File: src/rtl/people_pkg.sv
// Shared sprite constants, player-facing encoding and the sprite-sheet address helper.
// The movement controller uses the same LEFT_DIR/RIGHT_DIR values.
package people_pkg;

  localparam logic LEFT_DIR  = 1'b0;
  localparam logic RIGHT_DIR = 1'b1;

  localparam int unsigned SPRITE_W    = 20;
  localparam int unsigned SPRITE_H    = 20;
  localparam int unsigned ANIM_FRAMES = 4;
  localparam int unsigned FRAME_WORDS = 400;

  localparam logic [11:0] TRANSPARENT = 12'h0F0;

  // Player position and facing as latched once per frame.
  typedef struct packed {
    logic [9:0] left;
    logic [9:0] up;
    logic       dir;
  } people_pos_t;

  // frame*400 + row*20 + col as shift-adds: 400 = 256+128+16, 20 = 16+4.
  function automatic logic [10:0] sprite_addr(input logic [1:0]  frame,
                                              input logic [10:0] row,
                                              input logic [10:0] col);
    logic [10:0] f;
    f = {9'd0, frame};
    return (f << 8) + (f << 7) + (f << 4) + (row << 4) + (row << 2) + col;
  endfunction

endpackage

File: src/rtl/people_sprite_render_if.sv
// Pixel-scan, player-state and sprite-ROM signals shared by the renderer and its neighbours.
interface people_sprite_render_if;

  logic        pix_en;
  logic [9:0]  x;
  logic [9:0]  y;
  logic [9:0]  people_left;
  logic [9:0]  people_up;
  logic        dir;
  logic        freeze;
  logic [11:0] rom_data;
  logic [10:0] rom_addr;
  logic        sprite_on;
  logic [11:0] pixel_out;

  modport master (
    output pix_en, x, y, people_left, people_up, dir, freeze, rom_data,
    input  rom_addr, sprite_on, pixel_out
  );

  modport slave (
    input  pix_en, x, y, people_left, people_up, dir, freeze, rom_data,
    output rom_addr, sprite_on, pixel_out
  );

endinterface

File: src/rtl/people_anim_ctrl.sv
// Once-per-frame position latch, movement detect and walk-cycle frame counter.
module people_anim_ctrl
  import people_pkg::*;
#(
  parameter int unsigned ANIM_DIV   = 8,
  parameter int unsigned FRAME_LINE = 480
) (
  input  logic       clk,
  input  logic       rst_n,
  input  logic       pix_en,
  input  logic [9:0] x,
  input  logic [9:0] y,
  input  logic [9:0] people_left,
  input  logic [9:0] people_up,
  input  logic       dir,
  input  logic       freeze,
  output logic [9:0] pos_l,
  output logic [9:0] pos_u,
  output logic       dir_l,
  output logic [1:0] frame_idx
);

  localparam int unsigned DivW = (ANIM_DIV > 1) ? $clog2(ANIM_DIV) : 1;
  localparam logic [DivW-1:0] DivLast = DivW'(ANIM_DIV - 1);

  people_pos_t     pos_q;
  logic [DivW-1:0] div_cnt_q, div_cnt_d;
  logic [1:0]      frame_q, frame_d;
  logic            fb;
  logic            moving;

  assign fb     = pix_en && (x == 10'd0) && (y == 10'(FRAME_LINE));
  // Facing changes alone do not count as walking.
  assign moving = (people_left != pos_q.left) || (people_up != pos_q.up);

  always_comb begin
    div_cnt_d = div_cnt_q;
    frame_d   = frame_q;
    if (fb && !freeze) begin
      if (!moving) begin
        div_cnt_d = '0;
        frame_d   = 2'd0;
      end else if (div_cnt_q == DivLast) begin
        div_cnt_d = '0;
        frame_d   = frame_q + 2'd1;
      end else begin
        div_cnt_d = div_cnt_q + DivW'(1);
      end
    end
  end

  always_ff @(posedge clk) begin
    if (!rst_n) begin
      pos_q     <= '{left: 10'd320, up: 10'd240, dir: LEFT_DIR};
      div_cnt_q <= '0;
      frame_q   <= 2'd0;
    end else begin
      if (fb) begin
        pos_q <= '{left: people_left, up: people_up, dir: dir};
      end
      div_cnt_q <= div_cnt_d;
      frame_q   <= frame_d;
    end
  end

  assign pos_l     = pos_q.left;
  assign pos_u     = pos_q.up;
  assign dir_l     = pos_q.dir;
  assign frame_idx = frame_q;

endmodule

File: src/rtl/people_sprite_render.sv
// Player sprite renderer: hit test, mirrored sheet addressing and a 3-clk pixel pipeline
// around an external synchronous sprite ROM, with colour-key transparency.
module people_sprite_render
  import people_pkg::*;
#(
  parameter int unsigned ANIM_DIV    = 8,
  parameter int unsigned FRAME_LINE  = 480,
  parameter logic [11:0] TRANSPARENT = 12'h0F0
) (
  input logic                   clk,
  input logic                   rst_n,
  people_sprite_render_if.slave bus
);

  logic [9:0]  pos_l;
  logic [9:0]  pos_u;
  logic        dir_l;
  logic [1:0]  frame_idx;

  logic [10:0] x11, y11, l11, u11;
  logic [10:0] col, row, col_m;
  logic [10:0] addr;
  logic        hit;
  logic        opaque;

  logic [10:0] rom_addr_q;
  logic        hit_d1_q, hit_d2_q;
  logic        sprite_on_q;
  logic [11:0] pixel_q;

  people_anim_ctrl #(
    .ANIM_DIV   (ANIM_DIV),
    .FRAME_LINE (FRAME_LINE)
  ) u_anim (
    .clk         (clk),
    .rst_n       (rst_n),
    .pix_en      (bus.pix_en),
    .x           (bus.x),
    .y           (bus.y),
    .people_left (bus.people_left),
    .people_up   (bus.people_up),
    .dir         (bus.dir),
    .freeze      (bus.freeze),
    .pos_l       (pos_l),
    .pos_u       (pos_u),
    .dir_l       (dir_l),
    .frame_idx   (frame_idx)
  );

  // 11-bit compares so a box near the right/bottom edge never wraps to column 0.
  always_comb begin
    x11   = {1'b0, bus.x};
    y11   = {1'b0, bus.y};
    l11   = {1'b0, pos_l};
    u11   = {1'b0, pos_u};
    hit   = (x11 >= l11) && (x11 < l11 + 11'(SPRITE_W)) &&
            (y11 >= u11) && (y11 < u11 + 11'(SPRITE_H));
    col   = x11 - l11;
    row   = y11 - u11;
    // The sheet is drawn facing right.
    col_m = (dir_l == LEFT_DIR) ? (11'(SPRITE_W - 1) - col) : col;
    addr  = sprite_addr(frame_idx, row, col_m);
  end

  assign opaque = hit_d2_q && (bus.rom_data != TRANSPARENT);

  always_ff @(posedge clk) begin
    if (!rst_n) begin
      rom_addr_q  <= '0;
      hit_d1_q    <= 1'b0;
      hit_d2_q    <= 1'b0;
      sprite_on_q <= 1'b0;
      pixel_q     <= '0;
    end else begin
      rom_addr_q  <= hit ? addr : 11'd0;
      hit_d1_q    <= hit;
      hit_d2_q    <= hit_d1_q;
      sprite_on_q <= opaque;
      pixel_q     <= opaque ? bus.rom_data : 12'd0;
    end
  end

  assign bus.rom_addr  = rom_addr_q;
  assign bus.sprite_on = sprite_on_q;
  assign bus.pixel_out = pixel_q;

endmodule

File: src/flat_wrapper.sv
// flat-port wrapper written by rule: the top's interface ports become plain ports
module people_sprite_render_flat import people_pkg::*;
#(
  parameter int unsigned ANIM_DIV    = 8,
  parameter int unsigned FRAME_LINE  = 480,
  parameter logic [11:0] TRANSPARENT = 12'h0F0
)
  (clk, rst_n, bus_pix_en, bus_x, bus_y, bus_people_left, bus_people_up, bus_dir, bus_freeze, bus_rom_data, bus_rom_addr, bus_sprite_on, bus_pixel_out);
  people_sprite_render_if bus_i ();
  input logic clk;
  input logic rst_n;
  input wire logic [$bits(bus_i.pix_en)-1:0] bus_pix_en;
  input wire logic [$bits(bus_i.x)-1:0] bus_x;
  input wire logic [$bits(bus_i.y)-1:0] bus_y;
  input wire logic [$bits(bus_i.people_left)-1:0] bus_people_left;
  input wire logic [$bits(bus_i.people_up)-1:0] bus_people_up;
  input wire logic [$bits(bus_i.dir)-1:0] bus_dir;
  input wire logic [$bits(bus_i.freeze)-1:0] bus_freeze;
  input wire logic [$bits(bus_i.rom_data)-1:0] bus_rom_data;
  output wire logic [$bits(bus_i.rom_addr)-1:0] bus_rom_addr;
  output wire logic [$bits(bus_i.sprite_on)-1:0] bus_sprite_on;
  output wire logic [$bits(bus_i.pixel_out)-1:0] bus_pixel_out;
  assign bus_i.pix_en = bus_pix_en;
  assign bus_i.x = bus_x;
  assign bus_i.y = bus_y;
  assign bus_i.people_left = bus_people_left;
  assign bus_i.people_up = bus_people_up;
  assign bus_i.dir = bus_dir;
  assign bus_i.freeze = bus_freeze;
  assign bus_i.rom_data = bus_rom_data;
  assign bus_rom_addr = bus_i.rom_addr;
  assign bus_sprite_on = bus_i.sprite_on;
  assign bus_pixel_out = bus_i.pixel_out;
  people_sprite_render #(.ANIM_DIV(ANIM_DIV), .FRAME_LINE(FRAME_LINE), .TRANSPARENT(TRANSPARENT)) u_core (.clk(clk), .rst_n(rst_n), .bus(bus_i));
endmodule
File: config.mk
export PLATFORM = sky130hd
export DESIGN_NAME = people_sprite_render_flat
export DESIGN_NICKNAME = d
export VERILOG_FILES = /design/src/rtl/people_pkg.sv /design/src/rtl/people_sprite_render_if.sv /design/src/rtl/people_anim_ctrl.sv /design/src/rtl/people_sprite_render.sv /design/src/flat_wrapper.sv
export SDC_FILE = /design/constraint.sdc
export NUM_CORES = 1
export LEC_CHECK = 0
export ABC_AREA = 1
export BUFFER_PORTS_ARGS = -buffer_cell sky130_fd_sc_hd__buf_4
export CORE_MARGIN = 4
export CORE_UTILIZATION = 61
export CTS_BUF_LIST = sky130_fd_sc_hd__clkbuf_4
export DETAILED_ROUTE_END_ITERATION = 10
export PLACE_DENSITY = 0.87
export SLEW_MARGIN = 20
export SYNTH_ARGS = -nofsm -noshare
export SYNTH_HDL_FRONTEND = slang
export SYNTH_SLANG_ARGS = --single-unit
File: constraint.sdc
create_clock -name clk -period 11.2 [get_ports clk]
set_input_delay 2.24 -clock clk [delete_from_list [all_inputs] [get_ports clk]]
set_output_delay 2.24 -clock clk [all_outputs]
set_load 0.1 [all_outputs]
==> flow_summary.ini <==
[cts]
root_buffer = clkbuf_4
ctsResizeCount = 0
cts_max_level = 2
clkLatencyLatePin_ns = 0.38
clk_pin_slew_worst_paths_ns = 0.16
post_cts_buffers = 0
cts_tree = built
cts_made_buffers = 5
clk_path_buf_depth = 2
cts_sinks = 52
holdBufCountCts = 0

[placement]
dp.cells = 835
io_buffers = 80
placed_cell_area_mm2 = 0.00533
place.gp.congestion = 0.912
place_hpwl_um = 9750

[die]
fp.coreArea_mm2 = 0.00733
die_y_um = 95.4
die_w_um = 95.4
dieArea_mm2 = 0.00910
rows = 31
initial_core_util = 0.636
io_pins = 81

[worst_setup_path]
rr_endpoint = u_core.bus.rom_addr[10]
reg2reg_depth = 27
r2r_start = u_core.u_anim.pos_l[2]
path_class = input pin to register
crit_required_ns = 11.52
r2r_setup_slack_ns = 5.98
worstSetupStartpointType = input pin
arrival_ns = 6.97
end_kind = register
cp_max_fo = 7

[layout]
areaGrowthSynthToFinish_pct = 16.1
final_cell_count_no_fill = 843
diodes = 0
finalInstanceArea_mm2 = 0.00541
layout-drive-gt1-share = 0.177
utilization = 0.738
fin_nets = 871

[pwr]
ir_drop_mv = 0.0675
p_per_area_mw_per_mm2 = 100
p_leak_nw = 2.90

[sta]
hold_ws_ns = 0.432
skew_ns = 0.0158
tns_ns = 0
period_minus_slack_ns = 6.66
max_freq_ghz = 0.150
worst_pin_slew_ns = 0.998
drv_slew = 0
relSlewSlack = 0.333
rsz0062_at_grt = false
period_share = 0.594
finalSetupViolCount = 0
final_hold_viol_count = 0

[grt]
antenna_found_initial = 0
track_usage = 0.256
grt_max_degree = 29
gr-total-overflow = 0
grt_pass1_wl_um = 18400
grt_pass1_vias = 4282

[worst_hold_path]
hold_start = u_core.hit_d1_q
holdCritPathClass = register to register
hold_depth = 2
whs_endpoint = u_core.hit_d2_q

[synth]
synth_area_leaders = dfxtp_1 22%, ha_1 15%, nand2_1 9.9%
synthArstFlopShare = 0
syn_inst = 665
synth.distinct_cells = 32
post-synth-top-count-cell = nand2_1
synth_edf_count = 0
synth_top_cell_by_area = dfxtp_1
synth_commonest_cells = 123 x nand2_1, 118 x inv_1, 56 x ha_1, 52 x dfxtp_1, 51 x nor2_1
yosysSeqAreaShare = 0.223
ys_warn_count = 0
syn_nets = 793
avgSynthCellArea_um2 = 7.01
yosysTopAreaCellShare = 0.223
synth_area_mm2 = 0.00466
synthFlopType = dfxtp_1
synth.ff_latch_count = 52

[job]
maxCapViolations = 0

[drt]
wirelength_um = 11400
dr.pass1.iters = 5
drt_iter0_drc = 225
antenna_left = 0
routedWlPerCell_um = 13.5
vias_per_cell = 5.34
vias = 4505
drc_errors = 0

[status]
status = finished clean
## layout by cell type, fill, tap and decap left out, types with 4 or more instances in the layout
master / instances
buf_4: 80
nor2_2: 15
nand3_1: 44
xnor2_1: 18
dfxtp_1: 52
ha_1: 56
or2_2: 7
nand4_1: 12
nand2_1: 123
nand2_2: 8
inv_2: 9
o21ai_0: 31
nor3_1: 7
fa_1: 15
inv_1: 118
nor4_1: 7
nor2_1: 51
clkbuf_4: 5
a21oi_1: 40
o21ai_1: 4
xor2_1: 24
## flip-flops by register name, summed over array words and instances, names as in the netlist
| register | count |
|---|---|
| u_core.u_anim.div_cnt_q | 3 |
| u_core.bus.sprite_on | 1 |
| u_core.bus.pixel_out | 12 |
| u_core.bus.rom_addr | 11 |
| u_core.u_anim.dir_l | 1 |
| u_core.hit_d2_q | 1 |
| u_core.u_anim.pos_u | 10 |
| u_core.u_anim.frame_idx | 2 |
| u_core.u_anim.pos_l | 10 |
| u_core.hit_d1_q | 1 |
## area by class of cell
class | count | area, µm²
well taps | 99 | 124
inverters | 127 | 477
multi-input cells | 477 | 3090
clock inverters | 3 | 37.5
clock buffers | 5 | 37.5
repair buffers | 80 | 601
fillers | 606 | 1920
flip-flops and latches | 52 | 1040
## cell families (layout without fill, tap and decap cells)
logic type / after synthesis / in the layout / share of synthesized area
DFF: 52 / 52 / 0.223
AOI/OAI and AO/OA: 83 / 83 / 0.0937
adders and majority gates: 71 / 71 / 0.215
and+or+nand+nor: 280 / 280 / 0.272
buffers and inverters: 136 / 215 / 0.113
xor gates and xnor gates: 43 / 43 / 0.0824
## where the power goes
part	switching [mW]	leakage [nW]	internal (mW)
registers	0.000481	0.419	0.187
clock network	0.0618	0.0403	0.0457
logic	0.147	2.44	0.100
## critical path: stages
cell and delay (ns):
buf_4 0.12, ha_1 0.39, or2_4 0.30, nand2_2 0.08
xor2_2 0.19, ha_1 0.18, inv_1 0.05, nand3_1 0.07
nand3_1 0.08, nor2_1 0.13, a31oi_1 0.11, xnor2_1 0.19
fa_1 0.47, fa_1 0.52, fa_1 0.52, inv_1 0.05
ha_1 0.30, nand2_1 0.08, o21ai_0 0.08, nor2_1 0.23
xor2_1 0.22, inv_1 0.07, nand2_1 0.08, nand2_1 0.05
nand3_1 0.06, nand2_1 0.05, nor2_1 0.07
## through the flow
step / worst slack, ns / total power, mW
CTS: 4.54 / 0.542
detailed placement: 4.14 / 0.437
finish: 4.54 / 0.542
global placement: 4.34 / 0.422
floorplan: 4.63 / 0.377
global route: 4.24 / 0.588
## worst max-delay path by stage
| stage | to | startpoint | slack [ns] |
|---|---|---|---|
| floorplan | u_core.bus.rom_addr[10] | bus_x[2] | 4.63 |
| global placement | u_core.bus.rom_addr[10] | bus_x[2] | 4.34 |
| detailed placement | u_core.bus.rom_addr[10] | bus_x[2] | 4.14 |
| CTS | u_core.bus.rom_addr[10] | bus_x[2] | 4.54 |
| global route | u_core.bus.rom_addr[10] | bus_x[2] | 4.24 |
| finish | u_core.bus.rom_addr[10] | bus_x[2] | 4.54 |
## metal layers
metal / track usage / vias to the layer above / share of wire
met5: 0 / - / 0
met4: 0.0723 / 0 / 0.018
met3: 0.0347 / 19 / 0.058
met2: 0.475 / 141 / 0.51
met1: 0.305 / 2084 / 0.41
li1: - / 2261 / -
Power figures use the tool's default switching activity.
